===== config.mk =====
export PLATFORM = sky130hd
export DESIGN_NAME = alu_req_arbiter
export DESIGN_NICKNAME = d
export VERILOG_FILES = /design/src/rtl/alu_req_arbiter.sv
export SDC_FILE = /design/constraint.sdc
export NUM_CORES = 1
export LEC_CHECK = 0
export BUFFER_PORTS_ARGS = -buffer_cell sky130_fd_sc_hd__buf_4
export CAP_MARGIN = 20
export CORE_AREA = 2 2 169 171
export CTS_CLUSTER_DIAMETER = 30
export DETAILED_ROUTE_END_ITERATION = 16
export DIE_AREA = 0 0 171 173
export HOLD_SLACK_MARGIN = 0.08
export PLACE_DENSITY = 0.58
export SLEW_MARGIN = 5
export SYNTH_ARGS = -nofsm -noshare
export SYNTH_HDL_FRONTEND = slang
export SYNTH_SLANG_ARGS = --single-unit

===== constraint.sdc =====
create_clock -name clk -period 9.44 [get_ports clk]
set_clock_uncertainty 0.05 [all_clocks]
set_input_delay 1.888 -clock clk [delete_from_list [all_inputs] [get_ports clk]]
set_output_delay 1.888 -clock clk [all_outputs]
set_load 0.05 [all_outputs]

===== src/rtl/alu_req_arbiter.sv =====
// -----------------------------------------------------------------------------
// alu_req_arbiter
//   Round-robin arbiter that shares one combinational ALU among N_REQ
//   requesters. One operation is in flight at a time:
//     IDLE : grant the first valid requester at or above rr_ptr (wrapping),
//            latch its operands on the accept edge.
//     EXEC : drive the shared ALU for one cycle, capture alu_y.
//     RESP : present the result until the consumer accepts it, then advance
//            rr_ptr past the served requester and bump op_count.
//
// Ports
//   clk, rst          clock, asynchronous active-high reset
//   req_valid/ready   per-requester handshake (ready is one-hot or zero)
//   req_a/b/op        packed per-requester operands and opcode
//   alu_en/a/b/op     shared ALU drive (operands zero while alu_en is low)
//   alu_y             shared ALU result, combinational from alu_a/b/op
//   rsp_valid/ready   result handshake, rsp_id/rsp_data carry the result
//   busy              high whenever the FSM is not IDLE
//   op_count          completed-operation counter, wraps at 16 bits
// -----------------------------------------------------------------------------
module alu_req_arbiter #(
  parameter int WIDTH = 32,
  parameter int N_REQ = 4
) (
  input  logic                   clk,
  input  logic                   rst,
  input  logic [N_REQ-1:0]       req_valid,
  output logic [N_REQ-1:0]       req_ready,
  input  logic [N_REQ*WIDTH-1:0] req_a,
  input  logic [N_REQ*WIDTH-1:0] req_b,
  input  logic [N_REQ*3-1:0]     req_op,
  output logic                   alu_en,
  output logic [WIDTH-1:0]       alu_a,
  output logic [WIDTH-1:0]       alu_b,
  output logic [2:0]             alu_op,
  input  logic [WIDTH-1:0]       alu_y,
  output logic                   rsp_valid,
  input  logic                   rsp_ready,
  output logic [1:0]             rsp_id,
  output logic [WIDTH-1:0]       rsp_data,
  output logic                   busy,
  output logic [15:0]            op_count
);

  localparam int ID_W = 2;

  typedef enum logic [1:0] {S_IDLE, S_EXEC, S_RESP} state_t;

  state_t          r_state;
  state_t          w_state_nxt;
  logic [ID_W-1:0] r_rr_ptr;
  logic [ID_W-1:0] r_id;
  logic [ID_W-1:0] r_rsp_id;
  logic [WIDTH-1:0] r_a;
  logic [WIDTH-1:0] r_b;
  logic [2:0]      r_op;
  logic [WIDTH-1:0] r_rsp_data;
  logic [15:0]     r_op_count;

  logic [ID_W-1:0] w_scan;
  logic [ID_W-1:0] w_win_id;
  logic            w_win_found;
  logic            w_accept;
  logic            w_complete;

  // Walk the scan offsets from highest to lowest so the lowest offset from
  // rr_ptr that has a valid request is the one left standing. The 2-bit
  // sum wraps naturally because N_REQ is 4.
  always_comb begin
    w_scan      = '0;
    w_win_id    = r_rr_ptr;
    w_win_found = 1'b0;
    for (int k = N_REQ - 1; k >= 0; k--) begin
      w_scan = r_rr_ptr + ID_W'(k);
      if (req_valid[w_scan]) begin
        w_win_found = 1'b1;
        w_win_id    = w_scan;
      end
    end
  end

  assign w_accept   = (r_state == S_IDLE) && w_win_found;
  assign w_complete = (r_state == S_RESP) && rsp_ready;

  // State register
  always_ff @(posedge clk or posedge rst) begin
    if (rst) r_state <= S_IDLE;
    else     r_state <= w_state_nxt;
  end

  // Next-state logic
  always_comb begin
    w_state_nxt = r_state;
    case (r_state)
      S_IDLE:  if (w_accept) w_state_nxt = S_EXEC;
      S_EXEC:  w_state_nxt = S_RESP;
      S_RESP:  if (rsp_ready) w_state_nxt = S_IDLE;
      default: w_state_nxt = S_IDLE;
    endcase
  end

  // Output logic
  always_comb begin
    req_ready = '0;
    if (w_accept) req_ready[w_win_id] = 1'b1;
    alu_en    = (r_state == S_EXEC);
    alu_a     = alu_en ? r_a  : '0;
    alu_b     = alu_en ? r_b  : '0;
    alu_op    = alu_en ? r_op : 3'd0;
    rsp_valid = (r_state == S_RESP);
    busy      = (r_state != S_IDLE);
  end

  // Operand latch: only meaningful while EXEC, so no reset needed.
  always_ff @(posedge clk) begin
    if (w_accept) begin
      r_a  <= req_a[int'(w_win_id)*WIDTH +: WIDTH];
      r_b  <= req_b[int'(w_win_id)*WIDTH +: WIDTH];
      r_op <= req_op[int'(w_win_id)*3 +: 3];
      r_id <= w_win_id;
    end
  end

  // Result capture at the end of EXEC; held until the next capture.
  always_ff @(posedge clk or posedge rst) begin
    if (rst) begin
      r_rsp_data <= '0;
      r_rsp_id   <= '0;
    end else if (r_state == S_EXEC) begin
      r_rsp_data <= alu_y;
      r_rsp_id   <= r_id;
    end
  end

  // Round-robin pointer and completion counter advance on response accept.
  always_ff @(posedge clk or posedge rst) begin
    if (rst) begin
      r_rr_ptr   <= '0;
      r_op_count <= '0;
    end else if (w_complete) begin
      r_rr_ptr   <= r_rsp_id + 1'b1;
      r_op_count <= r_op_count + 16'd1;
    end
  end

  assign rsp_id   = r_rsp_id;
  assign rsp_data = r_rsp_data;
  assign op_count = r_op_count;

endmodule


==> reports/qor.yml <==
status: "finished, final reports clean"
cp_cell_sequence: "buf_4, and3b_1, a2111oi_2, nor2_4, buf_4, inv_4, and3_1, buf_4"
post-dp-hpwl_um: 18350
switching_power_mw: 1.868
endpoint: "req_ready[3]"
root_buffer: "clkbuf_16"
hold_path_class: "reg2reg"
leakage_nw: 4.919
min_period_ps: 6053
ys_seq_area_share_pct: 51.23
grt_max_degree: 75
gp_congestion: 0.7991
track_usage_pct: 16.46
initial_core_util_pct: 24.19
r2r_cells: 8
setup_viol: 0
portBuffers: 430
seqPwrFrac_pct: 26.3
die-area_um2: 29580
numClockSinks: 123
drt-total-wl_um: 25050
insertion_delay_ps: 410
synth_edf_count: 69
syn_inst: 690
yosysTopAreaCellShare_pct: 31.01
cts.hold.buffers_added: 0
synthFlopType: "edfxtp_1"
ys_top_cells_by_area: "edfxtp_1 31%, dfrtp_1 20%, nand2_1 12%"
cp-end-kind: "output port"
placed_area_um2: 10180
dr.pass1.iters: 4
worst-setup-path-type: "in2out"
place_ws_ps: 3335
worstReg2RegStart: "r_rr_ptr[1]"
slew-limit-headroom_pct: 46.56
area_growth_pct: 60.93
ys_types: 36
antenna_found_initial: 0
critPathLaunch: "req_valid[0]"
crit_cells: 8
n_antenna_cell: 0
ys_ff_latch: 123
synth_area_um2: 6683
crit_top_cell: "buf_4"
fmax_mhz: 165.2
die_w_um: 171
netlist.top_cell.by_area: "edfxtp_1"
r2r_end: "r_a[11]"
via_per_inst: 4.574
ant_nets: 0
async_flop_share_pct: 43.90
post-route-drc-count: 0
die_h_um: 173
hold_viol: 0
grt.overflow.total: 0
crit_family: "buffers and inverters"
r2r_slack_ps: 6060
worstMarginPinSlew_ps: 800.0
synth_nets: 998
clockBufferDepth: 2
maxCapViolCount: 0
drtIter0Drc: 309
cts_buffers: 17
p_int_mw: 1.980
cts_max_level: 4
grt_pass1_vias: 6791
worstPathArrival_ps: 4120
vdd_drop_max_mv: 0.1348
path_buf_inv: 4
combPwrFrac_pct: 56.6
syn_avg_cell_area_um2: 9.685
core_area_um2: 27630
clkPwrFrac_pct: 17.1
crit_required_ps: 7500
cts_tree: "built"
slew_viol_final: 0
fill_cells: 2858
dr_total_vias: 6779
rsz0062_at_grt: "false"
p_per_area_nw_per_um2: 357.8
cts.reportedPaths.clkPinSlew_ps: 60
slowest_stage: "inv_4"
post_cts_buffers: 0
stdcell_area_um2: 10750
fin_ws_ps: 3387
routedWlPerCell_um: 16.91
timing.final.crit_share_pct: 64.12
cts_resized: 0
layout-drive-gt1-share_pct: 46.56
row_count: 61
cp_max_fo: 74
cpPeakStageDelay_ps: 620
swShare_pct: 48.55
grt_pass1_wl_um: 38050
fin_nets: 1399
pin_count: 431
ys_warn_count: 0
start_kind: "input pin"
final.setup.tns_ps: 0
==> routing by layer <==
layer | GRT usage (%) | vias to the layer above | wire length [µm]
li1 | - | 3252 | -
met1 | 19.95 | 3213 | 10330
met2 | 27.96 | 292 | 12230
met3 | 4.898 | 22 | 2086
met4 | 5.014 | 0 | 399
met5 | 0 | - | 0
==> sequential cells by signal, summed over array words and instances (netlist names) <==
register / flops
r_op: 3
r_id: 2
rsp_id: 2
r_a: 32
op_count: 16
r_rr_ptr: 2
r_b: 32
r_state: 2
rsp_data: 32
==> worst min-delay path by stage <==
stage | from | end | cells after the start | slack, ps
after floorplan | r_id[0] | rsp_id[0] | 1 | 400
after global placement | r_id[1] | rsp_id[1] | 1 | 410
after detailed placement | r_id[1] | rsp_id[1] | 1 | 420
after CTS | r_id[1] | rsp_id[1] | 1 | 430
after global routing | r_id[1] | rsp_id[1] | 1 | 440
final | r_id[1] | rsp_id[1] | 1 | 430
==> worst reg2reg max path: stages, from the launching register on <==
cell and delay (ps):
dfrtp_1 450, and3b_1 210, a2111oi_2 390, nor2_4 60, buf_4 330, inv_4 630, buf_4 680, nand2_1 150
a32oi_1 280
==> logic make-up (layout without fill, tap and decap cells) <==
family	after synthesis	after routing	share of synthesized area, %
AND/OR/NAND/NOR	305	305	20.67
AO/OA/AOI/OAI	144	144	14.94
flip-flops	123	123	51.23
buffers and inverters	66	480	4.980
multiplexers	35	35	5.898
XOR/XNOR	16	16	2.097
adder cells (fa/ha/maj)	1	1	0.1872
==> Yosys cell counts, types with 3 or more instances <==
master and count:
inv_1 9, nor2_1 4, and3_1 5, nand2_1 208
a21oi_1 67, nand3_1 4, edfxtp_1 69, mux2_2 35
xor2_1 4, clkbuf_1 21, buf_2 20, and2_1 68
dfrtp_1 54, xnor2_1 12, nand4_1 4, buf_4 14
a32oi_1 67, nor3_1 3
==> power by group through the flow <==
stage                     Clock [mW]  Combinational, mW  Sequential [mW]
after global routing           0.703               2.33             1.04
after detailed placement           0               2.20             1.03
final                          0.659               2.18             1.01
after floorplan                    0               1.25             1.30
after CTS                      0.681               2.21             1.02
after global placement             0               2.18             1.02
==> cells in the final DEF, fill, tap and decap left out, types with 2 or more instances in the layout <==
| cell | netlist | layout |
|---|---|---|
| buf_4 | 14 | 437 |
| nand2_1 | 208 | 208 |
| edfxtp_1 | 69 | 69 |
| and2_1 | 68 | 68 |
| a21oi_1 | 67 | 67 |
| a32oi_1 | 67 | 67 |
| dfrtp_1 | 54 | 54 |
| mux2_2 | 35 | 35 |
| clkbuf_16 | 0 | 17 |
| xnor2_1 | 12 | 12 |
| inv_1 | 9 | 7 |
| inv_6 | 0 | 7 |
| and3_1 | 5 | 5 |
| nand4_1 | 4 | 4 |
| nand3_1 | 4 | 4 |
| xor2_1 | 4 | 4 |
| nor3_1 | 3 | 3 |
| nor2_1 | 4 | 3 |
| clkinv_2 | 0 | 3 |
| and4_1 | 2 | 2 |
| o21ai_0 | 2 | 2 |
| o22ai_1 | 2 | 2 |
| clkinv_4 | 0 | 2 |
| inv_8 | 0 | 2 |
==> through the flow <==
| step | instances | utilization [%] | power [mW] | hold slack, ps |
|---|---|---|---|---|
| after floorplan | 690 | - | 2.547 | 403.9 |
| after global placement | 1449 | 36.77 | 3.201 | 413.0 |
| after detailed placement | 1450 | 36.84 | 3.226 | 415.7 |
| after CTS | 1482 | 38.92 | 3.902 | 433.8 |
| after global routing | 1482 | 38.92 | 4.076 | 437.5 |
| final | 1482 | 38.92 | 3.848 | 432.3 |
==> area by class of cell <==
type | instances | area, µm² | area share (%)
repair buffers | 438 | 3301 | 30.69
clock inverters | 15 | 148.9 | 1.385
inverters | 10 | 41.29 | 0.3839
flip-flops and latches | 123 | 3423 | 31.83
clock buffers | 17 | 425.4 | 3.956
well taps | 378 | 473.0 | 4.398
multi-input cells | 501 | 2942 | 27.35
No activity file was read; power rests on OpenSTA's default activity.
